<file path="config.mk">
export PLATFORM = sky130hd
export DESIGN_NAME = store_bus_arbiter
export DESIGN_NICKNAME = d
export VERILOG_FILES = /design/src/rtl/store_bus_arbiter.sv
export SDC_FILE = /design/constraint.sdc
export NUM_CORES = 1
export LEC_CHECK = 0
export BUFFER_PORTS_ARGS = -buffer_cell sky130_fd_sc_hd__buf_2
export CAP_MARGIN = 20
export CORE_AREA = 2 2 502 504
export CTS_BUF_LIST = sky130_fd_sc_hd__clkbuf_2 sky130_fd_sc_hd__clkbuf_4 sky130_fd_sc_hd__clkbuf_8
export DETAILED_ROUTE_END_ITERATION = 10
export DIE_AREA = 0 0 504 506
export PLACE_DENSITY = 0.3
export SETUP_SLACK_MARGIN = 0.1
export SYNTH_ARGS = -nofsm -noshare
export SYNTH_HDL_FRONTEND = slang
export SYNTH_SLANG_ARGS = --single-unit
</file>
<file path="constraint.sdc">
create_clock -name clk -period 3.8 [get_ports clk]
set_input_delay 0.76 -clock clk [delete_from_list [all_inputs] [get_ports clk]]
set_output_delay 0.76 -clock clk [all_outputs]
set_load 0.05 [all_outputs]
</file>
<file path="src/rtl/store_bus_arbiter.sv">
// Round-robin arbiter sharing one execute-to-store bus between NUM_REQ lanes.
// Multi-beat packets hold the grant until their last beat; one-entry output register.
module store_bus_arbiter #(
  parameter int NUM_REQ = 4,
  parameter int PKT_W   = 256,
  parameter int SRC_W   = 3
) (
  input  logic                     clk,
  input  logic                     reset,
  input  logic [NUM_REQ-1:0]       req_valid,
  input  logic [NUM_REQ-1:0]       req_last,
  input  logic [NUM_REQ*PKT_W-1:0] req_pkt,
  output logic [NUM_REQ-1:0]       req_ready,
  output logic                     out_valid,
  output logic [PKT_W-1:0]         out_pkt,
  output logic [SRC_W-1:0]         out_src,
  output logic                     out_last,
  input  logic                     out_busy,
  output logic                     locked
);

  typedef enum logic {
    IDLE = 1'b0,
    LOCK = 1'b1
  } state_t;

  state_t             r_state;
  logic [SRC_W-1:0]   r_rr_ptr;
  logic [SRC_W-1:0]   r_owner;
  logic               r_locked;
  logic               r_out_valid;
  logic [PKT_W-1:0]   r_out_pkt;
  logic [SRC_W-1:0]   r_out_src;
  logic               r_out_last;

  logic               w_can_load;
  logic               w_found;
  logic [SRC_W-1:0]   w_win;
  logic [SRC_W:0]     w_idx;
  logic [SRC_W-1:0]   w_sel;
  logic               w_grant;
  logic               w_sel_valid;
  logic               w_sel_last;
  logic [PKT_W-1:0]   w_sel_pkt;
  logic               w_xfer;

  function automatic logic [SRC_W-1:0] f_inc(input logic [SRC_W-1:0] x);
    return (x == SRC_W'(NUM_REQ - 1)) ? '0 : x + 1'b1;
  endfunction

  assign w_can_load = !r_out_valid || !out_busy;

  // First valid requester at or after r_rr_ptr, wrapping.
  always_comb begin
    w_found = 1'b0;
    w_win   = '0;
    w_idx   = '0;
    for (int k = 0; k < NUM_REQ; k++) begin
      w_idx = {1'b0, r_rr_ptr} + (SRC_W+1)'(k);
      if (w_idx >= (SRC_W+1)'(NUM_REQ))
        w_idx = w_idx - (SRC_W+1)'(NUM_REQ);
      for (int j = 0; j < NUM_REQ; j++) begin
        if (!w_found && w_idx == (SRC_W+1)'(j) && req_valid[j]) begin
          w_found = 1'b1;
          w_win   = SRC_W'(j);
        end
      end
    end
  end

  assign w_sel   = (r_state == LOCK) ? r_owner : w_win;
  assign w_grant = (r_state == LOCK) || w_found;

  always_comb begin
    w_sel_valid = 1'b0;
    w_sel_last  = 1'b0;
    w_sel_pkt   = '0;
    req_ready   = '0;
    for (int i = 0; i < NUM_REQ; i++) begin
      if (w_sel == SRC_W'(i)) begin
        w_sel_valid = req_valid[i];
        w_sel_last  = req_last[i];
        w_sel_pkt   = req_pkt[i*PKT_W +: PKT_W];
      end
      req_ready[i] = !reset && w_grant && w_can_load
                     && (w_sel == SRC_W'(i));
    end
  end

  assign w_xfer = w_grant && w_can_load && w_sel_valid;

  always_ff @(posedge clk) begin
    if (reset) begin
      r_state     <= IDLE;
      r_rr_ptr    <= '0;
      r_owner     <= '0;
      r_locked    <= 1'b0;
      r_out_valid <= 1'b0;
      r_out_pkt   <= '0;
      r_out_src   <= '0;
      r_out_last  <= 1'b0;
    end else begin
      if (w_xfer) begin
        r_out_valid <= 1'b1;
        r_out_pkt   <= w_sel_pkt;
        r_out_src   <= w_sel;
        r_out_last  <= w_sel_last;
      end else if (r_out_valid && !out_busy) begin
        r_out_valid <= 1'b0;
      end
      unique case (r_state)
        IDLE: begin
          if (w_xfer && w_sel_last) begin
            r_rr_ptr <= f_inc(w_win);
          end else if (w_xfer) begin
            r_state  <= LOCK;
            r_owner  <= w_win;
            r_locked <= 1'b1;
          end
        end
        LOCK: begin
          if (w_xfer && w_sel_last) begin
            r_state  <= IDLE;
            r_locked <= 1'b0;
            r_rr_ptr <= f_inc(r_owner);
          end
        end
        default: r_state <= IDLE;
      endcase
    end
  end

  assign out_valid = r_out_valid;
  assign out_pkt   = r_out_pkt;
  assign out_src   = r_out_src;
  assign out_last  = r_out_last;
  assign locked    = r_locked;

endmodule
</file>
---- After elaboration in Yosys (flattened, before gate mapping) ----
Cells that the tools add are included.
storage, ports and cells
  flip-flop bits (word level) ............. 269
  input port bits ......................... 1035
  logic and storage cells ................. 177
operators by class
  add/subtract/negate cells ............... 9
  $lt $le $gt $ge ......................... 4
  equal/unequal tests ..................... 21
  muxes and demuxes ....................... 63
  bitwise operators ....................... 2
  reduce and logical (&&, ||, !) cells .... 70
operator list
  cell                 number
  $mux 256             4
  $mux 3               19
  $logic_and 1x1->1    41
  $mux 1               33
  $eq 4x2->1 const B   8
  $logic_not 1->1      18
  $eq 4x1->1 const B   4
  $logic_not 4->1      4
  $mux 4               4
  $eq 3x2->1 const B   4
  $ge 4x3->1 const B   3
  $sub 4x3->4 const B  3
  $add 3x2->4 const B  2
  $add 3x1->3 const B  2
  $ne 2x2->1 const B   3
  $pmux 3 s2           1
  $reduce_and 3->1     2
  $add 3x1->4 const B  1
  $pmux 1 s2           2
  $sub 3x3->4 const B  1
  $eq 3x1->1 const B   1
  $ge 3x3->1 const B   1
  $logic_not 3->1      1
  $logic_or 1x1->1     2
  4 further kinds      5

---- Logic depth before layout (Yosys ltp) ----
  depth after elaboration ................. 75
  depth in mapped cells ................... 15
  gate-level depth less buffers ........... 11

---- Worst setup path before layout ----
OpenSTA, ideal clock, no wires.
  path type ............................... input -> output
  start ................................... input req_valid[0]
  end ..................................... output req_ready[0]
  arrival time ............................ 3079 ps
  data required time ...................... 3040 ps
  path slack .............................. -39 ps
  cell stages on the path ................. 10
  cells stage by stage .................... buf_2 > mux2_2 > a211o_1 > o311ai_4 > o31ai_1 > buf_2 > buf_2 > buf_2 > nand2_1 > nor2_1
on the way
  cells in the longest elaborated chain, start to end .. 66
  elaborated cells between the ends (all ways) .. 83
  classes of those cells .................. 32 x mux; 51 x reduce/logical
RTL lines
  element                                                                     line  RTL
  start, declared                                                             10    input logic [NUM_REQ-1:0] req_valid,
  parallel branches: the longest is 65 deep, another holds $logic_and 1x1->1  --
  $logic_and 1x1->1 *                                                         86    && (w_sel == SRC_W'(i));
  end, declared                                                               13    output logic [NUM_REQ-1:0] req_ready,
Mark *: on every way between the ends.

---- Worst setup path after layout ----
  start ................................... register r_rr_ptr[0]
  end ..................................... output req_ready[3]
on the way
  cells in the longest elaborated chain, start to end .. 69
  elaborated cells between the ends (all ways) .. 114
  classes of those cells .................. 7 x add/sub; 4 x order compare; 13 x eq/ne; 36 x mux; 54 x reduce/logical
RTL lines
  element                                                               line  RTL
  start, declared                                                       28    logic [SRC_W-1:0] r_rr_ptr;
  start signal, assigned                                                114   r_rr_ptr <= f_inc(w_win);
  start signal, assigned                                                125   r_rr_ptr <= f_inc(r_owner);
  parallel branches: the longest is 68 deep, another holds $sub 3x3->4  --
  $logic_and 1x1->1 *                                                   86
Marks and branches as above.

==> flow_summary.json <==
{
  "worstMarginPinSlew_ps": 1050,
  "portBuffers": 1299,
  "synthToLayoutAreaGrowth_pct": 72.23,
  "max_stage_delay_ps": 380,
  "clock_path_buffers": 3,
  "maxSlewHeadroom": 0.2998,
  "grt_use_met3": 0.05558,
  "rsz0062_at_grt": "yes",
  "hp-class": "input port to register",
  "antenna_found_initial": 184,
  "rows": 184,
  "reg2reg_from": "r_rr_ptr[0]",
  "grt_pass1_vias": 20430,
  "drcViolationCount": 0,
  "yosysUniqueCellTypes": 48,
  "numCtsBuffers": 60,
  "htreeDepth": 2,
  "min_to": "out_pkt[210]",
  "ys_seq_elements": 266,
  "drv_cap": 0,
  "layout_setup_ws_ps": 35.15,
  "grt_usage": 0.1196,
  "synth_area_per_cell_um2": 10.03,
  "crit_buf_inv": 4,
  "die_h_um": 506,
  "min_period_ps": 3765,
  "cp-start-kind": "register",
  "chipWidth_um": 504,
  "fillers": 29020,
  "worstPathRequired_ps": 3040,
  "avgViaCountPerCell": 2.992,
  "fmax_mhz": 265.6,
  "nets": 4218,
  "drtPass1Iterations": 5,
  "cts_hold_buffers": 0,
  "dpl_cell_area_um2": 29340,
  "clkLatencyLatePin_ps": 800,
  "post_drt_wl_per_cell_um": 24.21,
  "vias": 19760,
  "grt-busiest-layer": "met2",
  "finClkSkew_ps": 73.03,
  "finalHoldViolCount": 0,
  "peakVddDrop_mv": 0.3166,
  "use_met2": 0.2006,
  "cp.depth": 12,
  "holdCritStartpoint": "reset",
  "fin_crit_sh": 0.9907,
  "outcome": "complete, no violations",
  "p_leak_nw": 15.62,
  "path_cells": "nor2_4 -> inv_2 -> ha_4 -> nand2b_4 -> a2111oi_4 -> o32ai_4 -> o21a_1 -> inv_2 -> mux2i_4 -> buf_12 -> nor2_4 -> buf_8",
  "ant_nets": 0,
  "design_area_um2": 31280,
  "critical-path-slowest-cell": "dfxtp_4",
  "cts_num_sinks": 266,
  "synth_area_um2": 18160,
  "cts_tree": "built",
  "routed_wl_um": 159900,
  "cp-end-kind": "output pin",
  "arrival_ps": 3000,
  "reg2reg_depth": 15,
  "rrSetupSlack_ps": 260,
  "setup-violations-final": 0,
  "drive_gt1_frac": 0.5008,
  "total_power_mw": 26.91,
  "critPathKind": "register to output pin",
  "hpwl_um": 138200,
  "die_area_um2": 255000,
  "grt_util_met1": 0.1356,
  "cts-root-buf": "clkbuf_8",
  "ys_warn_count": 0,
  "critPathTopFamily": "compound AO/OA/AOI/OAI gates",
  "p_per_area_nw_per_um2": 860.2,
  "path_clk_slew_ps": 60,
  "start_util": 0.07264,
  "drtIter0Drc": 841,
  "grt_max_degree": 117,
  "crit_fanout": 4,
  "timing.rr.end": "out_pkt[227]",
  "place_congestion": 0.9446,
  "slew_viol_final": 0,
  "ys_seq_area_frac": 0.2932,
  "holdPathStages": 2,
  "core_um2": 250000,
  "dp_slack_ps": -135.9,
  "grt_pass1_wl_um": 201900,
  "globalRoute.totalOverflow": 0,
  "ios": 1301,
  "synthCells": 1810
}
synthesized netlist by cell type, drive strengths merged:
cell | number | area [um2]
or3b | 1 | 8.760
o211a | 1 | 10.01
a2111oi | 1 | 8.760
and4 | 1 | 8.760
nand2b | 6 | 37.54
dfxtp | 266 | 5325
nand3 | 2 | 10.01
o311ai | 1 | 26.28
buf | 121 | 764.5
mux2 | 4 | 45.04
a221oi | 1 | 8.760
xnor2 | 1 | 8.760
nor3b | 1 | 7.510
a211oi | 4 | 30.03
nand4 | 1 | 6.260
clkbuf | 32 | 120.1
nor3 | 3 | 15.01
nor4 | 2 | 12.51
o31ai | 1 | 7.510
a21o | 1 | 7.510
nand2 | 8 | 30.03
o21a | 1 | 7.510
a311oi | 1 | 8.760
nor4b | 1 | 8.760
conb | 2 | 7.510
nor2b | 4 | 27.53
a31oi | 1 | 6.260
a32o | 1 | 10.01
a211o | 2 | 17.52
o221ai | 1 | 8.760
ha | 4 | 50.05
inv | 7 | 26.27
o311a | 1 | 10.01
nor2 | 272 | 1023
o21ai | 8 | 40.04
a21oi | 9 | 45.04
o32ai | 2 | 25.03
or3 | 1 | 6.260
mux2i | 1031 | 10320
a41oi | 1 | 8.760
or2 | 1 | 6.260
logic make-up after synthesis:
logic type,Yosys count,synth area share
buffers and inverters,160,0.05015
and+or+nand+nor,304,0.06655
muxes,1035,0.5707
other,2,0.0004135
xor gates and xnor gates,1,0.0004823
adders and majority gates,4,0.002756
DFF,266,0.2932
AOI/OAI and AO/OA,38,0.01578
per-layer routing:
metal	part of all wire	wire [um]
met4	0.030	4844
met2	0.47	74540
met1	0.39	62370
met3	0.11	17510
met5	0.0042	674
stage by stage:
stage	setup TNS (ps)	utilization	hold WS (ps)	cells
2_1_floorplan	-77.54	-	471.4	1813
3_3_place_gp	-579.7	0.1173	468.1	6444
3_5_place_dp	-784.6	0.1173	475.2	6444
4_1_cts	-613.6	0.1241	193.6	6564
5_1_grt	-672.9	0.1248	244.2	6579
6_report	0	0.1251	324.7	6606
sequential cells by signal, summed over array words and instances, names as in the netlist:
register and cells:
out_src 2, locked 1, out_last 1, r_state 1
out_pkt 256, r_rr_ptr 2, out_valid 1, r_owner 2
worst max-delay path by stage:
stage,start,endpoint,slack (ps)
after floorplan,req_valid[0],req_ready[0],-40
final,r_rr_ptr[0],req_ready[3],40
after global routing,r_rr_ptr[0],req_ready[3],-190
after detailed placement,req_valid[3],out_pkt[155],-140
after CTS,r_rr_ptr[1],req_ready[3],-170
after global placement,req_valid[1],req_ready[1],-150
layout make-up:
cell class                      instances  area, um2  area share
Antenna cell                           37      92.59    0.002960
Clock buffer                           95       1107     0.03540
Clock inverter                          9      176.4    0.005640
Inverter                                7      26.28   0.0008400
Multi-Input combinational cell       1387      12230      0.3911
Sequential cell                       266       5333      0.1705
Tap cell                             3348       4189      0.1339
Timing Repair Buffer                 1457       8123      0.2597
cell usage in the layout (no fill, tap or decap), drive strengths merged, types with 2 or more instances in the layout:
cell type	count
nand2	8
conb	5
buf	1454
clkinv	2
bufinv	5
nor2b	4
nor3	3
mux2	4
diode	37
dfxtp	266
mux2i	1031
o32ai	2
a211oi	4
nand3	2
a21oi	9
nand2b	6
inv	8
ha	4
nor4	2
clkbuf	97
o21ai	8
a211o	2
nor2	272
what timing repair did:
item / in CTS / in global routing
pin swaps: 18 / 13
resized for setup: 65 / 17
gates cloned: 1 / 2
setup buffers: 15 / 4
setup endpoints to repair: 10 / 194
worst reg2reg max path, delay by kind of cell (launching register included):
family	cells	cell delay [ps]
multiplexers	3	1020
buffers and inverters	5	930
AO/OA/AOI/OAI	2	390
flip-flops	1	380
AND/OR/NAND/NOR	4	370
adder cells (fa/ha/maj)	1	290
report_power, final:
group / switching [mW] / internal (mW) / total, mW / leakage [nW]
clock network: 1.62 / 2.16 / 3.78 / 0.684
logic: 11.3 / 7.75 / 19.0 / 12.7
registers: 0.454 / 3.63 / 4.08 / 2.19
total: 13.4 / 13.5 / 26.9 / 15.6
No activity file was read; power rests on OpenSTA's default activity.
